==> src/rtl/fetch_pkg.sv <==
// fetch_pkg -- shared types and default geometry for the instruction fetch
// front-end (fetch_unit and its prefetch FIFO).
//   fetch_state_t : fetch FSM states (idle / request outstanding / dropping)
//   DEF_*         : default parameter values
//   fetch_entry_t : one buffered instruction {pc, inst} at default geometry
package fetch_pkg;

  localparam int DEF_INST_W   = 9;
  localparam int DEF_PC_W     = 8;
  localparam int DEF_DEPTH    = 4;
  localparam int DEF_RESET_PC = 0;

  typedef enum logic [1:0] {
    F_IDLE = 2'd0,  // no request outstanding
    F_WAIT = 2'd1,  // request outstanding, response will be kept
    F_DROP = 2'd2   // request outstanding, response will be discarded
  } fetch_state_t;

  typedef struct packed {
    logic [DEF_PC_W-1:0]   pc;
    logic [DEF_INST_W-1:0] inst;
  } fetch_entry_t;

endpackage

==> src/rtl/fetch_fifo.sv <==
// fetch_fifo -- prefetch buffer between instruction memory and decode.
// Ports:
//   clk, rst      : clock, asynchronous active-low reset
//   push, wdata   : write one entry (ignored when full unless popping too)
//   pop           : remove the head entry (ignored when empty)
//   flush         : discard all entries; wins over push and pop
//   head          : oldest entry (valid when !empty)
//   count         : occupancy, 0..DEPTH
//   empty, full   : occupancy flags
module fetch_fifo #(
  parameter  int DEPTH = 4,
  parameter  int WIDTH = 17,
  localparam int PTR_W = $clog2(DEPTH),
  localparam int CNT_W = PTR_W + 1
) (
  input  logic             clk,
  input  logic             rst,
  input  logic             push,
  input  logic             pop,
  input  logic             flush,
  input  logic [WIDTH-1:0] wdata,
  output logic [WIDTH-1:0] head,
  output logic [CNT_W-1:0] count,
  output logic             empty,
  output logic             full
);

  logic [WIDTH-1:0] mem [DEPTH];
  logic [PTR_W-1:0] rd_ptr;
  logic [PTR_W-1:0] wr_ptr;
  logic             do_push;
  logic             do_pop;

  assign empty   = (count == '0);
  assign full    = (count == CNT_W'(DEPTH));
  assign do_pop  = pop && !empty;
  assign do_push = push && (!full || do_pop);
  assign head    = mem[rd_ptr];

  // NOTE: the storage is reset along with the pointers so that the head
  // (and therefore inst/inst_pc) reads as zero out of reset; with only a
  // handful of entries this costs little.
  always_ff @(posedge clk or negedge rst) begin
    if (!rst) begin
      rd_ptr <= '0;
      wr_ptr <= '0;
      count  <= '0;
      for (int i = 0; i < DEPTH; i++) mem[i] <= '0;
    end else if (flush) begin
      rd_ptr <= '0;
      wr_ptr <= '0;
      count  <= '0;
    end else begin
      if (do_push) begin
        mem[wr_ptr] <= wdata;
        wr_ptr      <= wr_ptr + PTR_W'(1);
      end
      if (do_pop) rd_ptr <= rd_ptr + PTR_W'(1);
      count <= count + CNT_W'(do_push) - CNT_W'(do_pop);
    end
  end

endmodule

==> src/rtl/fetch_unit.sv <==
// fetch_unit -- instruction fetch front-end: issues one request at a time
// to instruction memory, buffers responses in a prefetch FIFO and hands
// them to decode with valid/ready. A redirect flushes buffered and
// in-flight instructions and restarts fetch at redirect_pc.
// Optional feature macro: FETCH_BYPASS_EN -- when defined, a response that
// arrives while the FIFO is empty is presented to decode in the same cycle.
// Ports:
//   clk, rst                 : clock, asynchronous active-low reset
//   imem_req, imem_addr      : registered fetch request / address
//   imem_ack, imem_rdata     : memory response strobe and instruction word
//   redirect, redirect_pc    : flush and restart fetch address
//   inst_valid, inst, inst_pc: head instruction offered to decode
//   inst_ready               : decode accepts the head this cycle
module fetch_unit
  import fetch_pkg::*;
#(
  parameter int          INST_W   = DEF_INST_W,
  parameter int          PC_W     = DEF_PC_W,
  parameter int          DEPTH    = DEF_DEPTH,
  parameter int unsigned RESET_PC = DEF_RESET_PC
) (
  input  logic              clk,
  input  logic              rst,
  output logic              imem_req,
  output logic [PC_W-1:0]   imem_addr,
  input  logic              imem_ack,
  input  logic [INST_W-1:0] imem_rdata,
  input  logic              redirect,
  input  logic [PC_W-1:0]   redirect_pc,
  output logic              inst_valid,
  output logic [INST_W-1:0] inst,
  output logic [PC_W-1:0]   inst_pc,
  input  logic              inst_ready
);

  localparam int CNT_W = $clog2(DEPTH) + 1;
  localparam int ENT_W = PC_W + INST_W;

  typedef struct packed {
    logic [PC_W-1:0]   pc;
    logic [INST_W-1:0] inst;
  } entry_t;

  fetch_state_t    state_q, state_d;
  logic            req_d;
  logic [PC_W-1:0] addr_d;
  logic [PC_W-1:0] next_pc_q, next_pc_d;
  logic            issue;
  logic [PC_W-1:0] issue_pc;

  logic             fifo_push, fifo_pop, fifo_empty, fifo_full;
  logic [CNT_W-1:0] fifo_count, occ_after;
  entry_t           fifo_head, push_entry;
  logic             ack_take, bypass, bypass_take;

  // A response is kept only in F_WAIT and only when no redirect kills it.
  assign ack_take = (state_q == F_WAIT) && imem_ack && !redirect;

`ifdef FETCH_BYPASS_EN
  assign bypass = ack_take && fifo_empty;
`else
  assign bypass = 1'b0;
`endif

  // A bypassed word taken by decode never touches the FIFO.
  assign bypass_take = bypass && inst_ready;
  assign fifo_push   = ack_take && !bypass_take;
  assign fifo_pop    = !fifo_empty && inst_ready && !redirect;
  assign occ_after   = fifo_count + CNT_W'(fifo_push) - CNT_W'(fifo_pop);
  assign push_entry  = '{pc: imem_addr, inst: imem_rdata};

  fetch_fifo #(
    .DEPTH (DEPTH),
    .WIDTH (ENT_W)
  ) u_fifo (
    .clk   (clk),
    .rst   (rst),
    .push  (fifo_push),
    .pop   (fifo_pop),
    .flush (redirect),
    .wdata (push_entry),
    .head  (fifo_head),
    .count (fifo_count),
    .empty (fifo_empty),
    .full  (fifo_full)
  );

  always_comb begin
    inst_valid = !fifo_empty;
    inst       = fifo_head.inst;
    inst_pc    = fifo_head.pc;
    if (bypass) begin
      inst_valid = 1'b1;
      inst       = imem_rdata;
      inst_pc    = imem_addr;
    end
  end

  // NOTE: every variable gets a default before the case so no path leaves
  // one unassigned (which would infer a latch).
  always_comb begin
    state_d   = state_q;
    req_d     = imem_req;
    addr_d    = imem_addr;
    next_pc_d = next_pc_q;
    issue     = 1'b0;
    issue_pc  = next_pc_q;
    unique case (state_q)
      F_IDLE: begin
        // Redirect flushes the FIFO, so there is always room to restart.
        if (redirect) begin
          issue    = 1'b1;
          issue_pc = redirect_pc;
        end else if (!fifo_full) begin
          issue = 1'b1;
        end
      end
      F_WAIT: begin
        if (redirect) begin
          if (imem_ack) begin
            issue    = 1'b1;
            issue_pc = redirect_pc;
          end else begin
            state_d   = F_DROP;
            next_pc_d = redirect_pc;
          end
        end else if (imem_ack) begin
          // Issuing only when the slot is free reserves space for the reply.
          if (occ_after < CNT_W'(DEPTH)) begin
            issue = 1'b1;
          end else begin
            state_d = F_IDLE;
            req_d   = 1'b0;
          end
        end
      end
      F_DROP: begin
        // The FIFO was flushed on entry and nothing is pushed here.
        if (imem_ack) begin
          issue = 1'b1;
          if (redirect) issue_pc = redirect_pc;
        end else if (redirect) begin
          next_pc_d = redirect_pc;
        end
      end
      default: begin
        state_d = F_IDLE;
        req_d   = 1'b0;
      end
    endcase
    if (issue) begin
      state_d   = F_WAIT;
      req_d     = 1'b1;
      addr_d    = issue_pc;
      next_pc_d = issue_pc + PC_W'(1);
    end
  end

  // NOTE: sequential state uses non-blocking assignments so every register
  // samples its inputs from before the edge.
  always_ff @(posedge clk or negedge rst) begin
    if (!rst) begin
      state_q   <= F_IDLE;
      imem_req  <= 1'b0;
      imem_addr <= PC_W'(RESET_PC);
      next_pc_q <= PC_W'(RESET_PC);
    end else begin
      state_q   <= state_d;
      imem_req  <= req_d;
      imem_addr <= addr_d;
      next_pc_q <= next_pc_d;
    end
  end

endmodule
==> config.mk <==
export PLATFORM = sky130hd
export DESIGN_NAME = fetch_unit
export DESIGN_NICKNAME = d
export VERILOG_FILES = /design/src/rtl/fetch_pkg.sv /design/src/rtl/fetch_fifo.sv /design/src/rtl/fetch_unit.sv
export SDC_FILE = /design/constraint.sdc
export NUM_CORES = 1
export LEC_CHECK = 0
export CAP_MARGIN = 30
export CORE_MARGIN = 4
export CORE_UTILIZATION = 30
export DETAILED_ROUTE_END_ITERATION = 10
export RECOVER_POWER = 100
export SLEW_MARGIN = 5
export SYNTH_ARGS = -nofsm -noshare
export SYNTH_HDL_FRONTEND = slang
export SYNTH_SLANG_ARGS = --single-unit
==> constraint.sdc <==
create_clock -name clk -period 3.7 [get_ports clk]
set_input_delay 0.74 -clock clk [delete_from_list [all_inputs] [get_ports clk]]
set_output_delay 0.74 -clock clk [all_outputs]
set_load 0.01 [all_outputs]
**After elaboration in Yosys (flattened, before gate mapping)**

Cells that the tools add are included.

- Register bits after elaboration: 94
- Input port bits: 22
- Output and inout port bits: 27
- Logic and storage cells: 98

- Add/sub/neg operators: 7
- Order comparisons: 4
- Equal/unequal tests: 13
- Muxes and demuxes: 39
- Bitwise gates (word level): 3
- Reduce and logical (&&, ||, !) cells: 21

Operators by type and width:

| kind | number |
|---|---|
| bitwise mux 68 bit | 1 |
| two-way mux 8 bit | 8 |
| two-way mux 17 bit | 3 |
| binary-select mux 17 bit (select 2 bit) | 1 |
| demux 17 bit (select 2 bit) | 1 |
| case mux 8 bit (3 select lines) | 1 |
| two-way mux 2 bit | 9 |
| inequality test 3 bit (second input constant) | 6 |
| case mux 8 bit (2 select lines) | 1 |
| inequality test 4 bit (second input constant) | 3 |
| AND reduction 4 bit | 3 |
| two-way mux 1 bit | 10 |
| adder 8 x 1 -> 8 bit (second input constant) | 1 |
| logical AND 1 bit | 7 |
| adder 3 x 1 -> 3 bit | 2 |
| greater-or-equal comparator 3 bit (second input constant) | 2 |
| NOT 2 -> 3 bit | 2 |
| subtractor 3 x 1 -> 3 bit | 2 |
| adder 2 x 1 -> 2 bit (second input constant) | 2 |
| case mux 2 bit (2 select lines) | 1 |
| nonzero test 2 bit | 2 |
| equality test 3 bit (second input constant) | 1 |
| logical NOT 1 bit | 3 |
| logical NOT 3 bit | 1 |
| 14 further kinds | 14 |

**Longest topological paths before layout**

Gate-level depths: netlist of run 1.

- Depth after elaboration: 12
- Gate-level depth with buffers: 14
- Mapped depth without buffers: 12

**Modules after synthesis**

A second synthesis of run 1 with hierarchy kept.

- Cells, all modules: 353
- Area total of the unflattened synthesis: 4818.4 µm²

By module, submodules not included:

| module | instances | cells an instance | area each (µm²) | sequential area each (µm²) |
|---|---|---|---|---|
| fetch_fifo | 1 | 212 | 3495.9 | 1876.8 |
| fetch_unit | 1 | 141 | 1322.5 | 475.5 |

**Worst setup path before layout of run 1**

No wires, ideal clock.

- Path kind: input-to-reg
- Start point: input port redirect
- End point: register next_pc_q[6]
- Setup time: 0.130 ns
- Arrival: 2.955 ns
- Data required time: 3.570 ns
- Setup slack: 0.615 ns
- Stages: 14
- Path buffers: 4
- Cells stage by stage: buf_2 -> buf_1 -> nor2_1 -> ha_1 -> inv_1 -> ha_1 -> nor2b_1 -> o21a_4 -> nor4_2 -> or3b_1 -> buf_6 -> buf_6 -> a211oi_1 -> nor3_1

- Word-level cells in the longest chain between the ends: 11
- Elaborated cells on any way between the ends: 24
- Classes of those cells: add/sub (3); order compare (1); eq/ne (3); mux (12); reduce/logical (5)

RTL lines:

| item | line | RTL |
|---|---|---|
| start: declaration | fetch_unit.sv:28 | `input logic redirect,` |
| logical NOT 1 bit | fetch_unit.sv:57, fetch_unit.sv:68 |  |
| logical AND 1 bit | fetch_unit.sv:57 | `assign ack_take = (state_q == F_WAIT) && imem_ack && !redirect;` |
| adder 3 x 1 -> 3 bit | fetch_unit.sv:69 | `assign occ_after = fifo_count + CNT_W'(fifo_push) - CNT_W'(fifo_pop);` |
| subtractor 3 x 1 -> 3 bit | fetch_unit.sv:69 |  |
| less-than comparator 3 bit | fetch_unit.sv:129 | `if (occ_after < CNT_W'(DEPTH)) begin` |
| two-way mux 1 bit | fetch_unit.sv:129 |  |
| two-way mux 1 bit | fetch_unit.sv:127 | `end else if (imem_ack) begin` |
| two-way mux 1 bit | fetch_unit.sv:119 | `if (redirect) begin` |
| case mux 1 bit (3 select lines) | fetch_unit.sv:108 | `unique case (state_q)` |
| inequality test 3 bit (no line) or nonzero test 3 bit (tied branches) | n/a |  |
| AND reduction 4 bit (no line) | n/a |  |
| end signal: assignment | fetch_unit.sv:166 | `next_pc_q <= PC_W'(RESET_PC);` |
| end signal: assignment | fetch_unit.sv:171 | `next_pc_q <= next_pc_d;` |
| end: declaration | fetch_unit.sv:47 | `logic [PC_W-1:0] next_pc_q, next_pc_d;` |

Several ways; a longest one is shown, not always the timed one. The select of a mux whose other input is x is not followed.
A chain may end at the register's enable or synchronous reset.

**Worst setup path after layout of run 1**

- Start point: input port inst_ready
- End point: register next_pc_q[0]

- Word-level cells in the longest chain between the ends: 10
- Elaborated cells on any way between the ends: 14
- Classes of those cells: add/sub (1); order compare (1); eq/ne (3); mux (5); reduce/logical (4)

RTL lines:

| item | line | RTL |
|---|---|---|
| start: declaration | fetch_unit.sv:33 | `input logic inst_ready` |
| logical AND 1 bit (*) (2 in series) | fetch_unit.sv:68 | `assign fifo_pop = !fifo_empty && inst_ready && !redirect;` |
| subtractor 3 x 1 -> 3 bit (*) | fetch_unit.sv:69 |  |
| less-than comparator 3 bit (*) | fetch_unit.sv:129 |  |
| two-way mux 1 bit (*) | fetch_unit.sv:129 |  |
| two-way mux 1 bit (*) | fetch_unit.sv:127 |  |
| two-way mux 1 bit (*) | fetch_unit.sv:119 |  |
| case mux 1 bit (3 select lines) (*) | fetch_unit.sv:108 |  |
| inequality test 3 bit (no line) or nonzero test 3 bit (tied branches) | n/a |  |
| AND reduction 4 bit (no line) | n/a |  |

Every way passes the cells marked *; elsewhere a longest branch is shown, timed or not.

==> results of run 1 <==
==> metrics by stage <==
step | setup WS (ns) | instances | hold WS, ns | power (mW)
finish | 0.338 | 590 | 0.489 | 4.49
global route | 0.180 | 590 | 0.503 | 4.79
CTS | 0.484 | 589 | 0.494 | 4.65
detailed placement | 0.129 | 573 | 0.479 | 3.61
global placement | 0.181 | 573 | 0.477 | 3.56
floorplan | 0.615 | 341 | 0.444 | 2.88
==> synthesized netlist by cell type, types with 2 or more instances <==
cell / instances
a211oi_1: 2
a21oi_1: 5
a221o_1: 2
buf_2: 10
buf_6: 2
clkbuf_1: 2
dfrtp_1: 94
ha_1: 9
inv_1: 14
mux2_2: 70
mux2i_1: 11
mux4_2: 17
nand2_1: 19
nand2b_1: 3
nand3_1: 5
nor2_1: 12
nor2b_1: 3
nor3_1: 6
nor4_1: 3
o21ai_0: 10
o22ai_1: 2
o31a_1: 2
or3_1: 2
xnor2_1: 3
xor2_1: 3
==> registers in the layout, summed over array words and instances, names as in the netlist <==
register / cells
imem_req: 1
next_pc_q: 8
u_fifo.wr_ptr: 2
state_q: 2
u_fifo.rd_ptr: 2
u_fifo.count: 3
imem_addr: 8
u_fifo.mem: 68
==> layout make-up <==
type	instances	area (sq um)	area share (%)
clock buffer	10	239	4.24
tap	188	235	4.18
clock inverter	6	90.1	1.60
timing repair buffer	62	554	9.84
sequential	94	2350	41.8
multi-input combinational	216	2110	37.4
inverter	14	52.6	0.933
==> critical path: cells and delay by family <==
| family | cells | cell delay [ns] |
|---|---|---|
| AOI/OAI and AO/OA | 2 | 0.30 |
| adders and majority gates | 2 | 0.39 |
| buffers and inverters | 2 | 0.62 |
| muxes | 1 | 0.41 |
| and+or+nand+nor | 5 | 1.17 |
==> logic make-up (layout without fill, tap and decap cells) <==
group                      after synthesis  count (layout)  share of synthesized area, %
DFF                                     94              94                          51.0
muxes                                  100             100                          28.4
and+or+nand+nor                         61              61                          7.02
xor gates and xnor gates                 7               7                          1.49
AOI/OAI and AO/OA                       38              38                          5.99
adders and majority gates               10              10                          2.88
buffers and inverters                   31              92                          3.23
==> worst max-delay path by stage <==
stage / from / to / slack (ns) / depth (start not counted)
finish: inst_ready / next_pc_q[0] / 0.34 / 12
global route: inst_ready / next_pc_q[0] / 0.18 / 12
CTS: inst_ready / imem_addr[3] / 0.48 / 13
detailed placement: inst_ready / imem_addr[3] / 0.13 / 13
global placement: inst_ready / imem_addr[4] / 0.18 / 12
floorplan: redirect / next_pc_q[6] / 0.61 / 14
==> layer usage <==
metal / wire length, um / share of wire, %
met5: 0 / 0
met4: 121 / 1.2
met3: 423 / 4.2
met2: 4870 / 48
met1: 4640 / 46
==> power breakdown <==
part           total (mW)  switching, mW  internal (mW)
logic                1.82          0.831          0.992
registers            1.64          0.256           1.39
clock network        1.02          0.410          0.614
total                4.49           1.50           2.99
==> reports/metrics.yaml, run 1 <==
ir_drop_uv: 276
r2r-end: "next_pc_q[0]"
drv_cap: 1
path_clk_slew_ns: 0.06
root_buffer: "clkbuf_16"
status: "finished, violations left"
antenna_found_initial: 0
crit_chain: "dlygate4sd3_1 > nand2_1 > nor2_1 > ha_1 > inv_1 > ha_1 > nor2b_1 > o21a_4 > nor4_2 > or3b_1 > mux2_1 > o2bb2ai_2"
syn_area_sq_um: 4610
crit_arrival_ns: 3.63
tns_ns: 0
startpoint_type: "input port"
holdBufCountCts: 0
die_w_um: 132
post_drt_wl_per_cell_um: 17.0
die_area_sq_um: 17400
r2r_start: "u_fifo.count[1]"
fillers: 1463
hold_depth: 1
postPlaceCellArea_sq_um: 5330
use_met1_pct: 15.7
cts_buffer_depth: 2
finalCriticalPeriod_ns: 3.36
synthArstFlopShare_pct: 100
min_period_over_period_pct: 90.9
syn_inst: 341
cts-htree-levels: 3
syn_nets: 373
path_common_cell: "ha_1"
use_met3_pct: 3.70
holdPathEnd: "next_pc_q[1]"
grt_pass1_wl_um: 16700
synth_cell_types: 55
end_kind: "flop"
crit_fanout: 12
drtIter0Drc: 140
core-area_sq_um: 15100
worstSetupPathType: "input port to flop"
antenna_left: 0
hpwl_um: 6850
synth_seq_area_share_pct: 51.0
rsz0062_at_grt: "no"
finalHoldViolCount: 0
port_buffers: 48
fin_area_sq_um: 5630
drive_gt1_share_pct: 30.8
synth_top_area_share_pct: 51.0
dr_total_vias: 2963
clock_latency_ns: 0.35
gp_congestion: 0.830
dr.pass1.iters: 4
finalSetupViolCount: 0
synth_edf_count: 0
grt_start_max_net_pins: 73
gr-total-overflow: 0
post_cts_buffers: 0
cts_buffers: 9
start_util_pct: 30.5
drt-vias-per-instance: 5.02
yosys_warnings: 0
syn_avg_cell_area_sq_um: 13.5
diodes: 0
slowest_stage: "or3b_1"
grt.total_usage_pct: 12.0
power.leakage_nw: 2.54
grt-busiest-layer: "met2"
nets: 429
ys_ff_latch: 94
cts_resized: 0
drt-total-wl_um: 10100
fin_util_pct: 37.2
placementRows: 45
violations: "max-capacitance violations, max-slew violations"
cts_tree: "built"
r2r_slack_ns: 0.50
grt_pass1_vias: 3201
skew_ns: 0.00681
powerDensity_nw_per_um2: 797
final_cell_mix: "dfrtp_1 (94), mux2_2 (70), dlygate4sd3_1 (27)"
hp-class: "flop to flop"
drc: 0
syn2layout_area_growth_pct: 22.1
io_pins: 49
yosys.area.top_type: "dfrtp_1"
synth_top_flop_cell: "dfrtp_1"
crit_required_ns: 3.97
final_common_cell: "dfrtp_1"
ff2ff_path_depth: 12
hold_start: "next_pc_q[1]"
critPathMaxStageDelay_ns: 0.59
die_h_um: 132
tightest_slew_ns: 1.71
fmax_mhz: 297
gr-usage-met2_pct: 19.5
clock-sinks: 94
relSlewSlack_pct: -14.0
drv_slew: 32
synthTopCellsByArea: "dfrtp_1 (51%), mux2_2 (17%), mux4_2 (8.3%), ha_1 (2.4%), mux2i_1 (2.4%)"
Power figures use the tool's default switching activity.
==> inputs of run 2 (changes only) <==
--- a/config.mk
+++ b/config.mk
@@ -7,8 +7,9 @@
 export LEC_CHECK = 0
 export CAP_MARGIN = 30
 export CORE_MARGIN = 4
-export CORE_UTILIZATION = 30
+export CORE_UTILIZATION = 57
 export DETAILED_ROUTE_END_ITERATION = 10
+export PLACE_DENSITY = 0.8
 export RECOVER_POWER = 100
 export SLEW_MARGIN = 5
 export SYNTH_ARGS = -nofsm -noshare
==> run 2 against run 1 <==
Effect of this change: maximum frequency increased by 0.62%; non-clock buffer count increased by 1; clock skew increased by 0.0036 ns; final area decreased by 4.5%; wire length decreased by 10%; the run still ends with max-capacitance violations, max-slew violations left; clock-buffer cell count increased by 2; global-route usage increased by 7.8 points; first-iteration DRC count decreased by 22%; clock power decreased by 37%.
==> reports/metrics.yaml, run 2 (synthesis gave the netlist of run 1 again) <==
gr-usage-met2_pct: 32.7
antenna_found_initial: 0
critPathMaxStageDelay_ns: 0.84
io_pins: 49
end_kind: "output port"
p_total_mw: 4.12
top_regs: "u_fifo.mem (68), imem_addr (8), next_pc_q (8)"
gp_congestion: 0.849
status: "finished, violations left"
final_common_cell: "dfrtp_1"
fin_area_sq_um: 5380
skew_ns: 0.0104
min_period_over_period_pct: 90.3
r2r_slack_ns: 0.52
critPathLaunch: "u_fifo.rd_ptr[0]"
fillers: 588
critical-path-top-delay-family: "buffers and inverters"
cts_buffers: 9
finalHoldViolCount: 0
power.leakage_nw: 2.46
hp-class: "flop to flop"
nets: 430
final_cell_mix: "dfrtp_1 (94), mux2_2 (70), clkdlybuf4s50_1 (25)"
die_area_sq_um: 9600
cts_tree: "built"
diodes: 0
clock_latency_ns: 0.36
crit_required_ns: 2.96
r2r_start: "u_fifo.count[1]"
drtIter0Drc: 109
largest_register: "u_fifo.mem"
die_w_um: 98.0
post_cts_buffers: 0
placementRows: 32
use_met1_pct: 26.9
drive_gt1_share_pct: 30.0
grt-busiest-layer: "met2"
dr.pass1.iters: 4
grt_pass1_vias: 3047
worstSetupPathType: "flop to output port"
crit_fanout: 12
tightest_slew_ns: 1.56
rsz0062_at_grt: "no"
start_util_pct: 59.1
ir_drop_uv: 367
post_drt_wl_per_cell_um: 17.9
finalSetupViolCount: 0
violations: "max-capacitance violations, max-slew violations"
grt.total_usage_pct: 19.9
cts-htree-levels: 3
crit_chain: "buf_4 > mux4_2 > dlygate4sd3_1"
relSlewSlack_pct: -4.24
path_clk_slew_ns: 0.09
holdBufCountCts: 0
drt-vias-per-instance: 5.81
dr_total_vias: 2932
ff2ff_path_depth: 13
critPathBufInv: 2
startpoint_type: "flop"
drv_cap: 1
crit_arrival_ns: 2.60
cts_buffer_depth: 2
drt-total-wl_um: 9030
drc: 0
cp-endpoint: "inst[8]"
die_h_um: 98.0
path_depth: 3
r2r-end: "next_pc_q[5]"
gr-total-overflow: 0
largest_reg_flops: 68
postPlaceCellArea_sq_um: 5240
grt_pass1_wl_um: 15200
hpwl_um: 6330
cts_resized: 0
slowest_stage: "dfrtp_1"
use_met3_pct: 3.21
drv_slew: 64
grt_start_max_net_pins: 64
antenna_left: 0
clock-sinks: 94
core-area_sq_um: 7810
hold_start: "next_pc_q[1]"
powerDensity_nw_per_um2: 766
port_buffers: 48
tns_ns: 0
syn2layout_area_growth_pct: 16.5
hold_depth: 1
root_buffer: "clkbuf_8"
finalCriticalPeriod_ns: 3.34
fmax_mhz: 299
-- run 2: area by class of cell --
cell class                      instances  area (sq um)  area share, %
Inverter                               14          52.6          0.977
Multi-Input combinational cell        216          2100           39.0
Clock buffer                           12           155           2.89
Tap cell                              102           128           2.37
Clock inverter                          4          31.3          0.582
Timing Repair Buffer                   63           561           10.4
Sequential cell                        94          2350           43.8
-- run 2: worst min-delay path by stage --
stage / to / slack (ns)
2_1_floorplan: imem_addr[0] / 0.44
3_3_place_gp: u_fifo.mem[26] / 0.48
3_5_place_dp: next_pc_q[1] / 0.48
4_1_cts: u_fifo.mem[54] / 0.48
5_1_grt: next_pc_q[1] / 0.51
6_report: next_pc_q[1] / 0.50
-- run 2: metal layers --
metal | part of all wire [%] | wire length, um
met5 | 0 | 0
met3 | 3.2 | 290
met1 | 47 | 4210
met2 | 48 | 4370
met4 | 1.7 | 156
-- run 2: report_power, final --
part / internal [mW] / switching (mW)
registers: 1.39 / 0.294
logic: 1.01 / 0.791
clock network: 0.283 / 0.359
total: 2.68 / 1.44
-- run 2: through the flow --
| stage | util (%) | cells | setup WS, ns | hold WS (ns) |
|---|---|---|---|---|
| CTS | 69.4 | 505 | 0.424 | 0.481 |
| global route | 68.9 | 505 | 0.174 | 0.511 |
| global placement | 67.1 | 489 | 0.207 | 0.482 |
| floorplan | - | 341 | 0.615 | 0.444 |
| detailed placement | 67.1 | 489 | 0.118 | 0.482 |
| finish | 68.9 | 505 | 0.359 | 0.501 |
